<file path="src/rtl/lc3b_types.sv">
// Shared LC-3b type package.
// Provides the 16-bit machine word type, the MEM-stage data-memory
// access state type, and the write lane-enable encodings that the
// MEM-stage access logic uses.
package lc3b_types;

  typedef logic [15:0] lc3b_word;

  typedef enum logic [1:0] {
    IDLE   = 2'd0,
    ACCESS = 2'd1,
    DONE   = 2'd2
  } dmem_state_t;

  localparam logic [1:0] BE_NONE = 2'b00;
  localparam logic [1:0] BE_WORD = 2'b11;
  localparam logic [1:0] BE_LO   = 2'b01;
  localparam logic [1:0] BE_HI   = 2'b10;

endpackage

</file>
<file path="src/rtl/dmem_access_unit_byte_lane_align.sv">
// byte_lane_align: combinational byte-lane steering for 16-bit data memory.
// Ports:
//   addr_lsb    in   address bit 0, selects the byte lane
//   is_byte     in   1 = byte access, 0 = word access
//   wdata_in    in   store data as supplied by the pipeline
//   rdata_in    in   raw word returned by the cache
//   byte_enable out  write lane enables for a store
//   wdata_out   out  store data steered onto the lanes
//   load_out    out  load result (word as-is, byte zero-extended)
module byte_lane_align
  import lc3b_types::*;
(
  input  logic       addr_lsb,
  input  logic       is_byte,
  input  lc3b_word   wdata_in,
  input  lc3b_word   rdata_in,
  output logic [1:0] byte_enable,
  output lc3b_word   wdata_out,
  output lc3b_word   load_out
);

  always_comb begin
    byte_enable = BE_WORD;
    wdata_out   = wdata_in;
    load_out    = rdata_in;
    if (is_byte) begin
      byte_enable = addr_lsb ? BE_HI : BE_LO;
      // Replicate the low byte so either lane carries it; the enables
      // decide which one the cache actually writes.
      wdata_out   = {wdata_in[7:0], wdata_in[7:0]};
      load_out    = addr_lsb ? {8'h00, rdata_in[15:8]} : {8'h00, rdata_in[7:0]};
    end
  end

endmodule

</file>
<file path="src/rtl/dmem_access_unit.sv">
// dmem_access_unit: MEM-stage load/store responder for the LC-3b pipeline.
// Accepts a load/store from the EX/MEM register, runs the read/write/resp
// handshake with the data cache, stalls the pipeline until completion and
// presents aligned load data to writeback. Counts stalled cycles.
// Ports:
//   clk, rst                     clock, synchronous active-high reset
//   req_read/req_write/req_byte  request type from the control word
//   req_addr, req_wdata          effective address and store data
//   flush                        squash the current MEM-stage instruction
//   dmem_read/dmem_write         cache strobes, held for the whole access
//   dmem_address/dmem_wdata      word-aligned address and lane-steered data
//   dmem_byte_enable             write lane enables (00 on reads)
//   dmem_resp/dmem_rdata         cache completion pulse and read data
//   stall                        freeze upstream pipeline registers
//   load_data/load_valid         aligned load result and its valid strobe
//   stall_cycles                 saturating count of stalled cycles
module dmem_access_unit
  import lc3b_types::*;
#(
  parameter int ADDR_WIDTH = 16,
  parameter int CNT_WIDTH  = 16
) (
  input  logic                  clk,
  input  logic                  rst,
  input  logic                  req_read,
  input  logic                  req_write,
  input  logic                  req_byte,
  input  logic [ADDR_WIDTH-1:0] req_addr,
  input  logic [15:0]           req_wdata,
  input  logic                  flush,
  output logic                  dmem_read,
  output logic                  dmem_write,
  output logic [ADDR_WIDTH-1:0] dmem_address,
  output logic [15:0]           dmem_wdata,
  output logic [1:0]            dmem_byte_enable,
  input  logic                  dmem_resp,
  input  logic [15:0]           dmem_rdata,
  output logic                  stall,
  output logic [15:0]           load_data,
  output logic                  load_valid,
  output logic [CNT_WIDTH-1:0]  stall_cycles
);

  dmem_state_t           state, next_state;
  logic                  accept;

  logic [ADDR_WIDTH-1:0] addr_q;
  lc3b_word              wdata_q;
  logic                  byte_q;
  logic                  read_q;
  logic                  squash_q;
  lc3b_word              load_data_q;
  logic [CNT_WIDTH-1:0]  cnt_q;

  logic [1:0]            lane_be;
  lc3b_word              lane_wdata;
  lc3b_word              lane_load;

  byte_lane_align u_align (
    .addr_lsb    (addr_q[0]),
    .is_byte     (byte_q),
    .wdata_in    (wdata_q),
    .rdata_in    (dmem_rdata),
    .byte_enable (lane_be),
    .wdata_out   (lane_wdata),
    .load_out    (lane_load)
  );

  always_comb begin
    next_state       = state;
    accept           = 1'b0;
    stall            = 1'b0;
    dmem_read        = 1'b0;
    dmem_write       = 1'b0;
    dmem_address     = '0;
    dmem_wdata       = '0;
    dmem_byte_enable = BE_NONE;
    load_valid       = 1'b0;
    case (state)
      IDLE: begin
        // Stall combinationally so the request is held while we latch it.
        if ((req_read || req_write) && !flush) begin
          accept     = 1'b1;
          stall      = 1'b1;
          next_state = ACCESS;
        end
      end
      ACCESS: begin
        stall            = 1'b1;
        dmem_read        = read_q;
        dmem_write       = !read_q;
        dmem_address     = {addr_q[ADDR_WIDTH-1:1], 1'b0};
        dmem_wdata       = lane_wdata;
        dmem_byte_enable = read_q ? BE_NONE : lane_be;
        if (dmem_resp) next_state = DONE;
      end
      DONE: begin
        load_valid = read_q && !squash_q;
        next_state = IDLE;
      end
      default: next_state = IDLE;
    endcase
  end

  // Control state: FSM, squash flag, load result register, stall counter.
  always_ff @(posedge clk) begin
    if (rst) begin
      state       <= IDLE;
      squash_q    <= 1'b0;
      load_data_q <= '0;
      cnt_q       <= '0;
    end else begin
      state <= next_state;
      // A flush cannot abort an in-flight cache access, so it is remembered
      // and only the writeback of the result is suppressed.
      if (accept)
        squash_q <= 1'b0;
      else if (state == ACCESS && flush)
        squash_q <= 1'b1;
      if (state == ACCESS && dmem_resp && read_q)
        load_data_q <= lane_load;
      if (stall && cnt_q != '1)
        cnt_q <= cnt_q + CNT_WIDTH'(1);
    end
  end

  // Request latch; contents only matter while ACCESS/DONE, so no reset.
  always_ff @(posedge clk) begin
    if (accept) begin
      addr_q  <= req_addr;
      wdata_q <= req_wdata;
      byte_q  <= req_byte;
      read_q  <= req_read;
    end
  end

  assign load_data    = load_data_q;
  assign stall_cycles = cnt_q;

endmodule

</file>
<file path="config.mk">
export PLATFORM = sky130hd
export DESIGN_NAME = dmem_access_unit
export DESIGN_NICKNAME = d
export VERILOG_FILES = /design/src/rtl/lc3b_types.sv /design/src/rtl/dmem_access_unit_byte_lane_align.sv /design/src/rtl/dmem_access_unit.sv
export SDC_FILE = /design/constraint.sdc
export NUM_CORES = 1
export LEC_CHECK = 0
export BUFFER_PORTS_ARGS = -buffer_cell sky130_fd_sc_hd__buf_2
export CAP_MARGIN = 40
export CORE_MARGIN = 8
export CORE_UTILIZATION = 40
export CTS_BUF_LIST = sky130_fd_sc_hd__clkbuf_2 sky130_fd_sc_hd__clkbuf_4 sky130_fd_sc_hd__clkbuf_8
export CTS_CLUSTER_DIAMETER = 200
export DETAILED_ROUTE_END_ITERATION = 16
export GPL_ROUTABILITY_DRIVEN = 0
export GPL_TIMING_DRIVEN = 0
export PLACE_DENSITY = 0.68
export SYNTH_ARGS = -nofsm -noshare
export SYNTH_HDL_FRONTEND = slang
export SYNTH_SLANG_ARGS = --single-unit
</file>
<file path="constraint.sdc">
create_clock -name clk -period 8.6 [get_ports clk]
set_clock_uncertainty 0.1 [all_clocks]
set_input_delay 0.86 -clock clk [delete_from_list [all_inputs] [get_ports clk]]
set_output_delay 0.86 -clock clk [all_outputs]
set_load 0.1 [all_outputs]
</file>
== After elaboration in Yosys (flattened, before gate mapping) ==
Cells that the tools add are included.

* Bits in registers: 69
* Input bits: 55
* Output and inout bits: 70
* Logic and storage cells: 45

* $add $sub $neg: 1
* Equal/unequal tests: 5
* Multiplexer cells: 18
* Reduce and logical (&&, ||, !) cells: 13

{| class="wikitable"
|+ Operators by type and width
! operator !! number
|-
| two-way mux 16 bit || 4
|-
| adder 16 x 1 -> 16 bit, second input constant || 1
|-
| != test 16 bit, second input constant || 1
|-
| two-way mux 2 bit || 6
|-
| two-way mux 8 bit || 1
|-
| logical AND 1 bit || 6
|-
| two-way mux 1 bit || 5
|-
| != test 2 bit, second input constant || 2
|-
| one-hot mux 2 bit (2 select lines) || 1
|-
| zero test 1 bit || 3
|-
| equality test 2 x 1 -> 1 bit, second input constant || 1
|-
| equality test 2 bit, second input constant || 1
|-
| zero test 2 bit || 1
|-
| one-hot mux 1 bit (2 select lines) || 1
|-
| AND reduction 2 bit || 1
|-
| OR reduction 2 bit || 1
|-
| logical OR 1 bit || 1
|}

== Longest topological paths before layout ==
* Depth after elaboration: 5
* Depth in mapped cells: 7
* Gate-level depth less buffers: 5

== Modules after synthesis ==
A second synthesis with hierarchy kept.

* Cells, all modules: 307
* Area, all modules: 3,284.4 um^2

{| class="wikitable"
|+ Modules (own cells, without submodules)
! module !! times used !! cells an instance !! area each (um^2) !! seq. area each (um^2)
|-
| dmem_access_unit || 1 || 271 || 2,911.5 || 1,721.7
|-
| byte_lane_align || 1 || 36 || 372.9 || 0.0
|}

== Worst setup path before layout ==
OpenSTA, ideal clock, no wires.

* Kind: register to output
* Start point: register state[1]
* End point: output load_valid
* Data arrival time: 3,572 ps
* Required time: 7,640 ps
* Slack: 4,068 ps
* Cell stages (with the launch flop): 3
* Path buffers: 0
* Cells stage by stage: dfxtp_1 inv_1 nor4b_1

* Longest elaborated chain between the ends: 2

{| class="wikitable"
|+ RTL lines
! item !! RTL line !! text
|-
| start, declared || dmem_access_unit.sv:44 || <nowiki>dmem_state_t state, next_state;</nowiki>
|-
| start signal, assigned || dmem_access_unit.sv:113 || <nowiki>state <= next_state;</nowiki>
|-
| equality test 2 bit || dmem_access_unit.sv:79 || <nowiki>case (state)</nowiki>
|-
| two-way mux 1 bit || dmem_access_unit.sv:79 ||
|-
| end, declared || dmem_access_unit.sv:40 || <nowiki>output logic load_valid,</nowiki>
|}

No other way between the ends.

== Worst setup path in the final report ==
* Start point: register state[0]
* End point: output dmem_address[4]

* Longest elaborated chain between the ends: 2

{| class="wikitable"
|+ RTL lines
! item !! RTL line !! text
|-
| equality test 2 x 1 -> 1 bit || dmem_access_unit.sv:79 ||
|-
| two-way mux 16 bit || dmem_access_unit.sv:79 ||
|-
| end, declared || dmem_access_unit.sv:33 || <nowiki>output logic [ADDR_WIDTH-1:0] dmem_address,</nowiki>
|}

No other way between the ends.

==> flow_summary.ini <==
[die]
num_io_pins = 125
total_die_area_sq_um = 10700
start_util = 0.406
fp-row-count = 32
chipHeight_um = 104
floorplan.die.width_um = 104
core_area_sq_um = 7570

[global_route]
antenna_found_initial = 0
global_route.usage.met1 = 0.173
globalRouteMet2Util = 0.238
grtUsageMet3 = 0.0774
globalRoute.busiestLayer = met2
grt_start_max_net_pins = 13
grt_first_pass_wirelength_mm = 13.4
track_usage = 0.153
globalRoute.totalOverflow = 0
first_global_vias = 2762

[route]
drcViolationCount = 0
via_count = 2627
drt_iter0_markers = 86
routedWlPerCell_um = 15.5
detail_route.vias_per_cell = 4.99
routed_wl_mm = 8.14
drt_pass1_iterations = 4
drt.antenna.violating_nets = 0

[power_and_ir_drop]
power.static_leakage_nw = 1.74
cellPowerDensity_nw_per_um2 = 189
total_power_uw = 767
vdd.ir_drop.worst_mv = 0.105

[sta]
slew_headroom = 0.514
report.final.hold_viol_count = 0
setup_viol_count_final = 0
layout_min_cycle_time_ps = 3120
fmaxAchievable_mhz = 321
fin_tns_setup_ps = 0
final-max-slew-violation-count = 0
finalCritPeriodShare = 0.362
max_slew.worst_pin.slew_ps = 726
setup_repair_after_global_routing_missed_its_margin = no

[critical_path]
cp-startpoint = state[0]
cp-start-kind = flop
critPathArrivalTime_ps = 2160
cell_breakdown_of_the_critical_path = nor2b_1, buf_2, clkbuf_1, and2_1, buf_2
timing_worst_setup_path_type = reg -> out
critical_path.max_fanout = 10
critPathRequiredTime_ps = 7640
slowest_stage = dfxtp_1
timing.critical_path.to_type = output port
crit_path_max_incr_delay_ps = 500
reg2reg_setup_slack_ps = 6710
crit_top_cell = buf_2
timing.rr.start = stall_cycles[8]

[clock_tree]
clock-sinks = 69
count_of_hold_fix_buffers_inserted_at_cts = 0
clock_insertion_delay_worst_skew_ps = 340
cts_max_path_buffers = 2
post_cts.resized_instances = 0
cts_post_setup_buffers_inserted = 0
cts_tree = done
cts_made_buffers = 9
clk_pin_slew_worst_paths_ps = 70
htreeDepth = 3
clock_tree.root_cell = clkbuf_8

[flow_run]
max-cap-violations = 0

[place]
hpwl_mm = 6.25
port_buffers = 123
postPlaceCellArea_sq_um = 3860

[logic_synthesis]
ys_seq_elements = 69
post_synth_instance_area_sq_um = 3070
synth_warnings = 0
post_synth_net_total = 337
post_synth_edffs = 34
synth_flop_cell = dfxtp_1
synthesis.area_per_instance_sq_um = 10.9
ys_types = 43
syn_inst = 281
share_of_the_yosys_chip_area_belonging_to_registers = 0.560
synth-async-reset-ratio = 0

[cells_and_area]
area_overhead_vs_synth_pct = 31.6
num-fill-cells = 742
final_design_area_no_fill_sq_um = 4050
multiInputGateArea_sq_um = 1250
share_of_cells_above_drive_strength_1 = 0.390
mostFrequentLayoutCell = buf_2
layout.cells.most_common_list = buf_2 (126), dfxtp_1 (35), edfxtp_1 (34)
area.sequential_sq_um = 1720
finalNetCount = 474

[outcome]
status = completed

[worst_hold_path]
min_path_type = reg -> reg
min_from = load_data[13]
where the power goes:
part	switching (mW)	total (mW)	internal [mW]	leakage [nW]
logic	0.122	0.154	0.0324	1.03
registers	0.00582	0.366	0.360	0.605
clock network	0.113	0.246	0.133	0.101
sequential cells by signal, summed over array words and instances (netlist names):
register	cells
read_q	1
byte_q	1
state	2
addr_q	16
load_data	16
stall_cycles	16
squash_q	1
wdata_q	16
per-stage QoR:
stage,util,cells,hold slack (ps),worst slack [ps]
final,0.535,526,356,5480
after global routing,0.534,525,379,5250
after CTS,0.534,525,357,5410
after detailed placement,0.510,509,347,5590
after global placement,0.504,506,342,3020
after floorplan,-,281,384,4070
logic make-up (layout without fill, tap and decap cells):
group                      count (synthesis)  in the layout  synth area share
muxes                                     11             11            0.0370
adders and majority gates                  1              1           0.00407
DFF                                       69             69             0.560
other                                      1              2           0.00122
buffers and inverters                     21            163            0.0354
and+or+nand+nor                          131            131             0.246
AOI/OAI and AO/OA                         47             47             0.116
cell type report:
type / instances / area share
well taps: 102 / 0.0315
repair buffers: 126 / 0.161
clock inverters: 1 / 0.00124
diodes: 1 / 0.000619
clock buffers: 15 / 0.0448
multi-input cells: 191 / 0.309
inverters: 3 / 0.00278
flip-flops and latches: 69 / 0.426
plain buffers: 18 / 0.0241
path summary, 6_finish.rpt:
path | end | depth (start not counted)
min | load_data[13] | 2
max reg2reg | stall_cycles[15] | 4
max | dmem_address[4] | 5
min reg2reg | load_data[13] | 2
cells in the mapped netlist (2+ instances only):
cell type | count | area share
o21ai_1 | 3 | 0.0049
nor4_1 | 2 | 0.0041
dfxtp_1 | 35 | 0.23
inv_1 | 3 | 0.0037
o21ai_0 | 2 | 0.0033
nand3_1 | 13 | 0.021
a21oi_1 | 21 | 0.034
nand2_1 | 22 | 0.027
or3_1 | 3 | 0.0061
o31ai_1 | 8 | 0.020
nor2_1 | 25 | 0.031
or4_1 | 8 | 0.020
and2_1 | 25 | 0.051
buf_2 | 3 | 0.0049
buf_4 | 3 | 0.0073
edfxtp_1 | 34 | 0.33
buf_6 | 2 | 0.0073
a311oi_1 | 4 | 0.011
clkbuf_1 | 10 | 0.012
mux2i_1 | 8 | 0.026
mux2_1 | 3 | 0.011
nor3_1 | 3 | 0.0049
nand2b_1 | 2 | 0.0041
nand3b_1 | 9 | 0.022
nand4_2 | 2 | 0.0081
a311oi_2 | 4 | 0.020
nand4_1 | 4 | 0.0081
nor2b_1 | 5 | 0.010
worst max-delay path, delay by kind of cell, from the launching register on:
| kind | cells | cell delay, ps |
|---|---|---|
| flip-flops | 1 | 500 |
| AND/OR/NAND/NOR | 2 | 350 |
| buffers and inverters | 3 | 970 |
layer usage:
layer	share of wire	up-vias
li1	-	1311
met1	0.42	1203
met2	0.45	103
met3	0.11	10
met4	0.015	0
met5	0	-
No activity file was read; power rests on OpenSTA's default activity.
